$ cat config.mk
export PLATFORM = sky130hd
export DESIGN_NAME = pwm_decoder_flat
export DESIGN_NICKNAME = d
export VERILOG_FILES = /design/src/rtl/pwm_decoder_if.sv /design/src/rtl/pwm_decoder.sv /design/src/flat_wrapper.sv
export SDC_FILE = /design/constraint.sdc
export NUM_CORES = 1
export LEC_CHECK = 0
export CAP_MARGIN = 15
export CORE_MARGIN = 5
export CORE_UTILIZATION = 50
export DETAILED_ROUTE_END_ITERATION = 10
export PLACE_DENSITY = 0.69
export SYNTH_ARGS = -nofsm -noshare
export SYNTH_HDL_FRONTEND = slang
export SYNTH_SLANG_ARGS = --single-unit
$ cat constraint.sdc
create_clock -name clk -period 3.5 [get_ports clk]
set_input_delay 0.35 -clock clk [delete_from_list [all_inputs] [get_ports clk]]
set_output_delay 0.35 -clock clk [all_outputs]
set_load 0.005 [all_outputs]
$ cat src/rtl/pwm_decoder_if.sv
// Pin-side bundle of the PWM decoder: the raw PWM line in, decoded duty and status out.
// The decoder takes the slave view; whatever drives the line and consumes the result takes the master view.
interface pwm_decoder_if;
    logic       pwm_in;
    logic [3:0] duty_code;
    logic       duty_valid;
    logic       stuck;
    logic       overrun;

    modport slave (
        input  pwm_in,
        output duty_code,
        output duty_valid,
        output stuck,
        output overrun
    );

    modport master (
        output pwm_in,
        input  duty_code,
        input  duty_valid,
        input  stuck,
        input  overrun
    );
endinterface

$ cat src/rtl/pwm_decoder.sv
// Measures high time and period of a PWM line and recovers its duty step (0..STEPS)
// through a rounding restoring divider, flagging stuck lines after a timeout.
module pwm_decoder #(
    parameter int CNT_W   = 16,
    parameter int STEPS   = 10,
    parameter int TIMEOUT = 4000
) (
    input  logic         clk,
    input  logic         rst,
    pwm_decoder_if.slave bus
);
    localparam int DVD_W = CNT_W + 4;
    localparam int IT_W  = $clog2(DVD_W);
    localparam logic [IT_W-1:0]  LAST_IT   = IT_W'(DVD_W - 1);
    localparam logic [CNT_W-1:0] TIMEOUT_C = CNT_W'(TIMEOUT);
    localparam logic [CNT_W-1:0] CNT_MAX   = '1;
    localparam logic [DVD_W-1:0] STEPS_W   = DVD_W'(STEPS);
    localparam logic [3:0]       STEPS_C   = 4'(STEPS);

    typedef enum logic {
        WAIT_RISE,
        MEASURE
    } state_t;

    state_t            state_q, state_d;
    logic              sync1_q, sync1_d;
    logic              sync2_q, sync2_d;
    logic              s_dly_q, s_dly_d;
    logic [CNT_W-1:0]  hi_q, hi_d;
    logic [CNT_W-1:0]  per_q, per_d;
    logic [3:0]        code_q, code_d;
    logic              valid_q, valid_d;
    logic              stuck_q, stuck_d;
    logic              overrun_q, overrun_d;
    logic              div_busy_q, div_busy_d;
    logic [IT_W-1:0]   it_q, it_d;
    logic [DVD_W-1:0]  dvd_q, dvd_d;
    logic [CNT_W-1:0]  rem_q, rem_d;
    logic [CNT_W-1:0]  divisor_q, divisor_d;

    logic              rise;
    logic              div_done;
    logic [CNT_W:0]    trial;
    logic              ge;
    logic [DVD_W-1:0]  q_full;
    logic [3:0]        q_clamped;

    // One restoring step: the quotient bits shift into the dividend register from the bottom.
    always_comb begin
        rise      = sync2_q & ~s_dly_q;
        div_done  = div_busy_q && (it_q == LAST_IT);
        trial     = {rem_q, dvd_q[DVD_W-1]};
        ge        = (trial >= {1'b0, divisor_q});
        q_full    = {dvd_q[DVD_W-2:0], ge};
        q_clamped = (q_full > STEPS_W) ? STEPS_C : q_full[3:0];
    end

    always_comb begin
        state_d    = state_q;
        sync1_d    = bus.pwm_in;
        sync2_d    = sync1_q;
        s_dly_d    = sync2_q;
        hi_d       = hi_q;
        per_d      = per_q;
        code_d     = code_q;
        valid_d    = 1'b0;
        stuck_d    = stuck_q;
        overrun_d  = overrun_q;
        div_busy_d = div_busy_q;
        it_d       = it_q;
        dvd_d      = dvd_q;
        rem_d      = rem_q;
        divisor_d  = divisor_q;

        if (div_busy_q) begin
            rem_d = ge ? CNT_W'(trial - {1'b0, divisor_q}) : trial[CNT_W-1:0];
            dvd_d = q_full;
            it_d  = it_q + 1'b1;
            if (div_done) begin
                div_busy_d = 1'b0;
                code_d     = q_clamped;
                valid_d    = 1'b1;
            end
        end

        // A timeout result overrides a divider result finishing in the same cycle.
        case (state_q)
            WAIT_RISE: begin
                hi_d  = '0;
                per_d = '0;
                if (rise) begin
                    state_d = MEASURE;
                    hi_d    = CNT_W'(1);
                    per_d   = CNT_W'(1);
                    stuck_d = 1'b0;
                end
            end
            MEASURE: begin
                if (rise) begin
                    stuck_d = 1'b0;
                    hi_d    = CNT_W'(1);
                    per_d   = CNT_W'(1);
                    if (!div_busy_q || div_done) begin
                        div_busy_d = 1'b1;
                        it_d       = '0;
                        rem_d      = '0;
                        dvd_d      = DVD_W'(hi_q) * STEPS_W + DVD_W'(per_q >> 1);
                        divisor_d  = per_q;
                    end else begin
                        overrun_d = 1'b1;
                    end
                end else if (per_q >= TIMEOUT_C) begin
                    state_d = WAIT_RISE;
                    hi_d    = '0;
                    per_d   = '0;
                    code_d  = sync2_q ? STEPS_C : 4'd0;
                    valid_d = 1'b1;
                    stuck_d = 1'b1;
                end else begin
                    per_d = (per_q == CNT_MAX) ? per_q : per_q + 1'b1;
                    if (sync2_q && (hi_q != CNT_MAX)) begin
                        hi_d = hi_q + 1'b1;
                    end
                end
            end
            default: state_d = WAIT_RISE;
        endcase
    end

    always_ff @(posedge clk) begin
        if (rst) begin
            state_q    <= WAIT_RISE;
            sync1_q    <= 1'b0;
            sync2_q    <= 1'b0;
            s_dly_q    <= 1'b0;
            hi_q       <= '0;
            per_q      <= '0;
            code_q     <= '0;
            valid_q    <= 1'b0;
            stuck_q    <= 1'b0;
            overrun_q  <= 1'b0;
            div_busy_q <= 1'b0;
            it_q       <= '0;
            dvd_q      <= '0;
            rem_q      <= '0;
            divisor_q  <= '0;
        end else begin
            state_q    <= state_d;
            sync1_q    <= sync1_d;
            sync2_q    <= sync2_d;
            s_dly_q    <= s_dly_d;
            hi_q       <= hi_d;
            per_q      <= per_d;
            code_q     <= code_d;
            valid_q    <= valid_d;
            stuck_q    <= stuck_d;
            overrun_q  <= overrun_d;
            div_busy_q <= div_busy_d;
            it_q       <= it_d;
            dvd_q      <= dvd_d;
            rem_q      <= rem_d;
            divisor_q  <= divisor_d;
        end
    end

    assign bus.duty_code  = code_q;
    assign bus.duty_valid = valid_q;
    assign bus.stuck      = stuck_q;
    assign bus.overrun    = overrun_q;
endmodule

$ cat src/flat_wrapper.sv
// flat-port wrapper written by rule: the top's interface ports become plain ports
module pwm_decoder_flat 
#(
    parameter int CNT_W   = 16,
    parameter int STEPS   = 10,
    parameter int TIMEOUT = 4000
)
  (clk, rst, bus_pwm_in, bus_duty_code, bus_duty_valid, bus_stuck, bus_overrun);
  pwm_decoder_if bus_i ();
  input  logic clk;
  input  logic rst;
  input wire logic [$bits(bus_i.pwm_in)-1:0] bus_pwm_in;
  output wire logic [$bits(bus_i.duty_code)-1:0] bus_duty_code;
  output wire logic [$bits(bus_i.duty_valid)-1:0] bus_duty_valid;
  output wire logic [$bits(bus_i.stuck)-1:0] bus_stuck;
  output wire logic [$bits(bus_i.overrun)-1:0] bus_overrun;
  assign bus_i.pwm_in = bus_pwm_in;
  assign bus_duty_code = bus_i.duty_code;
  assign bus_duty_valid = bus_i.duty_valid;
  assign bus_stuck = bus_i.stuck;
  assign bus_overrun = bus_i.overrun;
  pwm_decoder #(.CNT_W(CNT_W), .STEPS(STEPS), .TIMEOUT(TIMEOUT)) u_core (.clk(clk), .rst(rst), .bus(bus_i));
endmodule
Yosys cells after proc, flatten, opt, wreduce, memory -nomap -nowiden

Index checks and enable logic that the tools add are counted.

Output and inout bits: 7
Input port bits: 3
Flip-flop bits (word level): 101
Word-level logic and storage cells: 89

$add $sub $neg: 5
Mux-type cells: 47
Magnitude comparators: 3
$mul: 1
Reductions and logical operators: 7
Bitwise operators: 4
Eq/ne operators: 7

Operator list:

| kind                                                            | count |
|---|---|
| 2-to-1 mux 16 bit                                               | 11 |
| 2-to-1 mux 20 bit                                               | 4 |
| case mux 16 bit (2 select lines)                                | 2 |
| adder 16 x 1 -> 16 bit (second input constant)                  | 2 |
| 2-to-1 mux 4 bit                                                | 7 |
| adder 20 x 15 -> 20 bit                                         | 1 |
| greater-than comparator 20 x 4 -> 1 bit (second input constant) | 1 |
| 2-to-1 mux 5 bit                                                | 4 |
| multiplier 16 x 3 -> 19 bit (second input constant)             | 1 |
| >= comparator 17 x 16 -> 1 bit                                  | 1 |
| 2-to-1 mux 1 bit                                                | 17 |
| == test 16 bit (second input constant)                          | 1 |
| >= comparator 16 x 12 -> 1 bit (second input constant)          | 1 |
| != test 16 bit (second input constant)                          | 1 |
| subtractor 16 bit                                               | 1 |
| != test 4 bit (second input constant)                           | 2 |
| AND reduction 3 bit                                             | 2 |
| adder 5 x 1 -> 5 bit (second input constant)                    | 1 |
| == test 5 bit (second input constant)                           | 1 |
| case mux 1 bit (2 select lines)                                 | 2 |
| != test 3 bit (second input constant)                           | 1 |
| NOT 1 bit                                                       | 3 |
| logical AND 1 bit                                               | 2 |
| != test 2 x 1 -> 1 bit (second input constant)                  | 1 |
| 4 further kinds                                                 | 4 |

Depth between registers and ports, before layout

Depth in word-level cells: 8
Mapped depth: 16
Gate-level depth less buffers: 16

Worst setup path after synthesis

Ideal clock, no wire load.

Path type: reg2reg
From: register u_core.hi_q[3]
To: register u_core.dvd_q[17]
Required time: 3397 ps
Buffers on the path: 0
Setup slack: 54 ps
Data arrival time: 3342 ps
Library setup time: 103 ps
Clock period less this slack: 3446 ps
Stages on the path, launching flop included: 17
Cells stage by stage: dfxtp_1 -> ha_1 -> ha_1 -> fa_1 -> a21oi_2 -> and2b_1 -> nor2_1 -> xnor2_1 -> ha_1 -> o21ai_0 -> nor2_1 -> o2111ai_2 -> a31oi_1 -> a31oi_2 -> nor3_2 -> nor3_1 -> a2111oi_2

Longest elaborated chain between the ends: 5

Ends and longest elaborated chain:

| item                        | line               | RTL |
|---|---|---|
| start, declared             | pwm_decoder.sv:29  | `logic [CNT_W-1:0] hi_q, hi_d;` |
| start signal, assigned      | pwm_decoder.sv:152 | `hi_q <= hi_d;` |
| multiplier 16 x 3 -> 19 bit | pwm_decoder.sv:107 | `dvd_d = DVD_W'(hi_q) * STEPS_W + DVD_W'(per_q >> 1);` |
| adder 20 x 15 -> 20 bit     | pwm_decoder.sv:107 |  |
| 2-to-1 mux 20 bit           | pwm_decoder.sv:103 | `if (!div_busy_q \|\| div_done) begin` |
| 2-to-1 mux 20 bit           | pwm_decoder.sv:99  | `if (rise) begin` |
| 2-to-1 mux 20 bit           | pwm_decoder.sv:87  | `case (state_q)` |
| end signal, assigned        | pwm_decoder.sv:160 | `dvd_q <= dvd_d;` |
| end, declared               | pwm_decoder.sv:37  | `logic [DVD_W-1:0] dvd_q, dvd_d;` |

Every way passes these cells.
A chain may end at the register's enable or synchronous reset.

Final worst setup path

From: register u_core.hi_q[4]
To: register u_core.dvd_q[18]

Same word-level chain as after synthesis.

==> run_results.csv <==
group,metric,value,unit
outcome,status,"finished, final reports clean",
detailed_routing,drc_errors,0,
setup_path,critPathCaptureType,"flip-flop",
logic_synthesis,synth_compound_area_share,21.8,%
clocking,holdBufCountCts,0,
global_routing,overflow,0,
power,p_leak,2.96,nW
timing,slew_violations,0,
logic_synthesis,synth_simple_gate_area_share,19.7,%
logic_synthesis,synth-seq-cells,101,
global_routing,grt_pass1_wl,25600,um
floorplanning,die-area,15400,um^2
floorplanning,rows,41,
setup_path,crit_path_start_kind,"flip-flop",
place,placed_area,6930,um^2
clocking,clkTransAtPathRegs,0.08,ns
detailed_routing,drt-total-wl,16000,um
detailed_routing,avgViaCountPerCell,5.88,
logic_synthesis,synth_top_family_by_area,"compound AO/OA/AOI/OAI gates",
logic_synthesis,syn_area,6500,um^2
timing,finalCritPeriodShare,99.3,%
logic_synthesis,synth-seq-area-share,31.1,%
timing,fin_skew,0.00940,ns
clocking,tritoncts,"done",
place,dp_hpwl,11900,um
place,gp_congestion,0.946,
job,cap_violations,0,
logic_synthesis,synth_top_area_share,31.1,%
finish,area_growth,14.9,%
setup_path,cp_max_fo,4,
logic_synthesis,synth.distinct_cells,77,
timing,maxSlewHeadroom,33.9,%
timing,fmax,0.288,GHz
timing,hold_viol,0,
logic_synthesis,muxShareOfSynthArea,3.75,%
power,p_total,2.25,mW
logic_synthesis,synth-main-ff-cell,"dfxtp_1",
power,power_density,301,nW/um^2
logic_synthesis,synthCells,774,
logic_synthesis,synth_area_leaders,"dfxtp_1 (31%), ha_1 (12%), a21oi_1 (4.9%)",
detailed_routing,first_pass_iters,7,
setup_path,cp.arrival,3.73,ns
detailed_routing,drt_iter0_drc,302,
detailed_routing,via_count,5776,
clocking,clk_latency,0.36,ns
clocking,numCtsBuffers,9,
setup_path,setup.worst_path.class,"reg -> reg",
floorplanning,core_area,12700,um^2
logic_synthesis,synth_xor_area_share,6.70,%
global_routing,grt_util_all_layers,20.8,%
finish,num_antenna_cells,0,
detailed_routing,wire_per_inst,16.3,um
logic_synthesis,async_flop_share,0,%
clocking,cts_num_sinks,101,
global_routing,antenna_found_initial,0,
timing,whs,0.422,ns
floorplanning,die_w,124,um
timing,worst_pin_slew,0.992,ns
timing,rsz0062_at_grt,"yes",
clocking,htree_levels,3,
floorplanning,chipHeight,124,um
global_routing,grt_pass1_vias,5407,
timing,fin_crit,3.48,ns
finish,fin_nets,873,
finish,drive_gt1_share,14.0,%
floorplanning,start_util,51.3,%
place,port_buffers,9,
timing,setup_violations,0,
setup_path,critPathRequiredTime,3.75,ns
global_routing,grt_start_max_net_pins,29,
finish,final_area,7470,um^2
logic_synthesis,synth_edf_count,0,
logic_synthesis,syn_avg_cell_area,8.40,um^2
clocking,clock-root-buffer,"clkbuf_16",
detailed_routing,ant_nets,0,
min_path,hold_class,"in -> reg",
logic_synthesis,yosys_warnings,0,
logic_synthesis,yosys.area.top_type,"dfxtp_1",
power,peakVddDrop,0.000217,V
clocking,clk_path_buf_depth,2,
logic_synthesis,synth_fa_ha_area_share,12.9,%
floorplanning,ioPinCount,10,
[placed cells by master (no fill, tap or decap), types with 15 or more instances in the layout]
| master | n |
|---|---|
| nand3_1 | 23 |
| a21o_1 | 15 |
| a211oi_1 | 16 |
| o21ai_0 | 30 |
| inv_1 | 39 |
| nor3_1 | 15 |
| dfxtp_1 | 95 |
| ha_1 | 51 |
| mux2i_1 | 21 |
| buf_4 | 34 |
| xnor2_1 | 29 |
| nand2_1 | 66 |
| nor2_1 | 80 |
| xor2_1 | 17 |
| a21oi_1 | 59 |
[sequential cells by signal, summed over array words and instances (netlist names), 4 cells and up]
name and count:
u_core.hi_q 16, u_core.rem_q 16, u_core.divisor_q 16, u_core.it_q 5
u_core.bus.duty_code 4, u_core.per_q 16, u_core.dvd_q 20
[power breakdown]
group | total, mW | internal [mW] | switching (mW)
logic | 0.0759 | 0.0276 | 0.0483
registers | 1.16 | 1.16 | 0.00882
clock network | 1.01 | 0.508 | 0.501
[cells in the mapped netlist (4+ instances only)]
master,n
o21ai_0,33
ha_1,62
xnor2_1,29
nor4_1,6
o21bai_1,8
o21a_1,5
a21o_1,15
and3_1,9
nor2_1,82
nand4_1,8
nand3_1,23
a21oi_1,64
mux2i_1,21
a211oi_1,18
nor2b_1,9
buf_1,4
dfxtp_1,101
clkbuf_1,20
or3_1,9
inv_1,39
o211ai_1,5
a311oi_1,5
xor2_1,17
nand2b_1,9
nor3_1,17
a31oi_1,10
and2_1,7
a22oi_1,5
nand2_1,66
[layout make-up]
cell class                      count  area [um^2]
Clock buffer                        9          225
Clock inverter                      7         75.1
Fill cell                        1147         5200
Inverter                           39          146
Multi-Input combinational cell    610         4430
Sequential cell                   101         2030
Tap cell                          172          215
Timing Repair Buffer               44          352
[path summary, 6_finish.rpt]
check	from	to	slack [ns]	cells past startpoint
worst max-delay path	u_core.hi_q[4]$_SDFFE_PP0P_	u_core.dvd_q[18]$_SDFF_PP0_	0.02	15
worst min-delay path	rst	u_core.bus.overrun$_SDFFE_PP0P_	0.42	2
worst max register to register	u_core.hi_q[4]$_SDFFE_PP0P_	u_core.dvd_q[18]$_SDFF_PP0_	0.02	15
worst min register to register	u_core.sync1_q$_SDFF_PP0_	u_core.s_dly_d$_SDFF_PP0_	0.45	1
[metrics by stage]
step           setup WS (ns)  cells  utilization, %  setup TNS (ns)
6_report              0.0233    982            59.0               0
5_1_grt              -0.0827    982            59.0          -0.288
3_5_place_dp          -0.135    962            54.7          -0.177
4_1_cts              0.00906    980            57.8               0
3_3_place_gp         0.00181    962            54.7               0
2_1_floorplan         0.0544    777               -               0
[what timing repair did]
| action | 4_1_cts | 5_1_grt |
|---|---|---|
| setup endpoints to repair | 4 | 9 |
| cloned | 0 | 0 |
| setup buffers | 3 | 3 |
| resized for setup | 14 | 29 |
| pin swaps | 14 | 25 |
| endpoints found under the hold margin | 0 | 0 |
[routing by layer]
layer / vias to the layer above / track usage [%] / wire length [um]
li1: 2862 / - / -
met5: - / 0 / 0
met3: 34 / 4.31 / 798
met4: 0 / 9.31 / 452
met1: 2727 / 26.3 / 7190
met2: 153 / 34.1 / 7610
[critical path, cell delays in order (launching register included)]
cell and delay, ns:
dfxtp_2 0.34, buf_4 0.15, ha_1 0.34, ha_4 0.31, nand3_1 0.09, o211a_1 0.26
a21oi_2 0.16, nor3_1 0.06, a31oi_1 0.23, ha_2 0.35, o21ai_1 0.17, o21ai_2 0.14
nor4_4 0.27, nor4_4 0.09, and3_1 0.15, o31a_1 0.26
[cells by family after synthesis]
kind of cell,after synthesis
and+or+nand+nor,263
AOI/OAI and AO/OA,206
DFF,101
buffers and inverters,66
adders and majority gates,65
xor gates and xnor gates,48
muxes,24
other,1
Note: power is estimated with default switching activity, not from simulation.
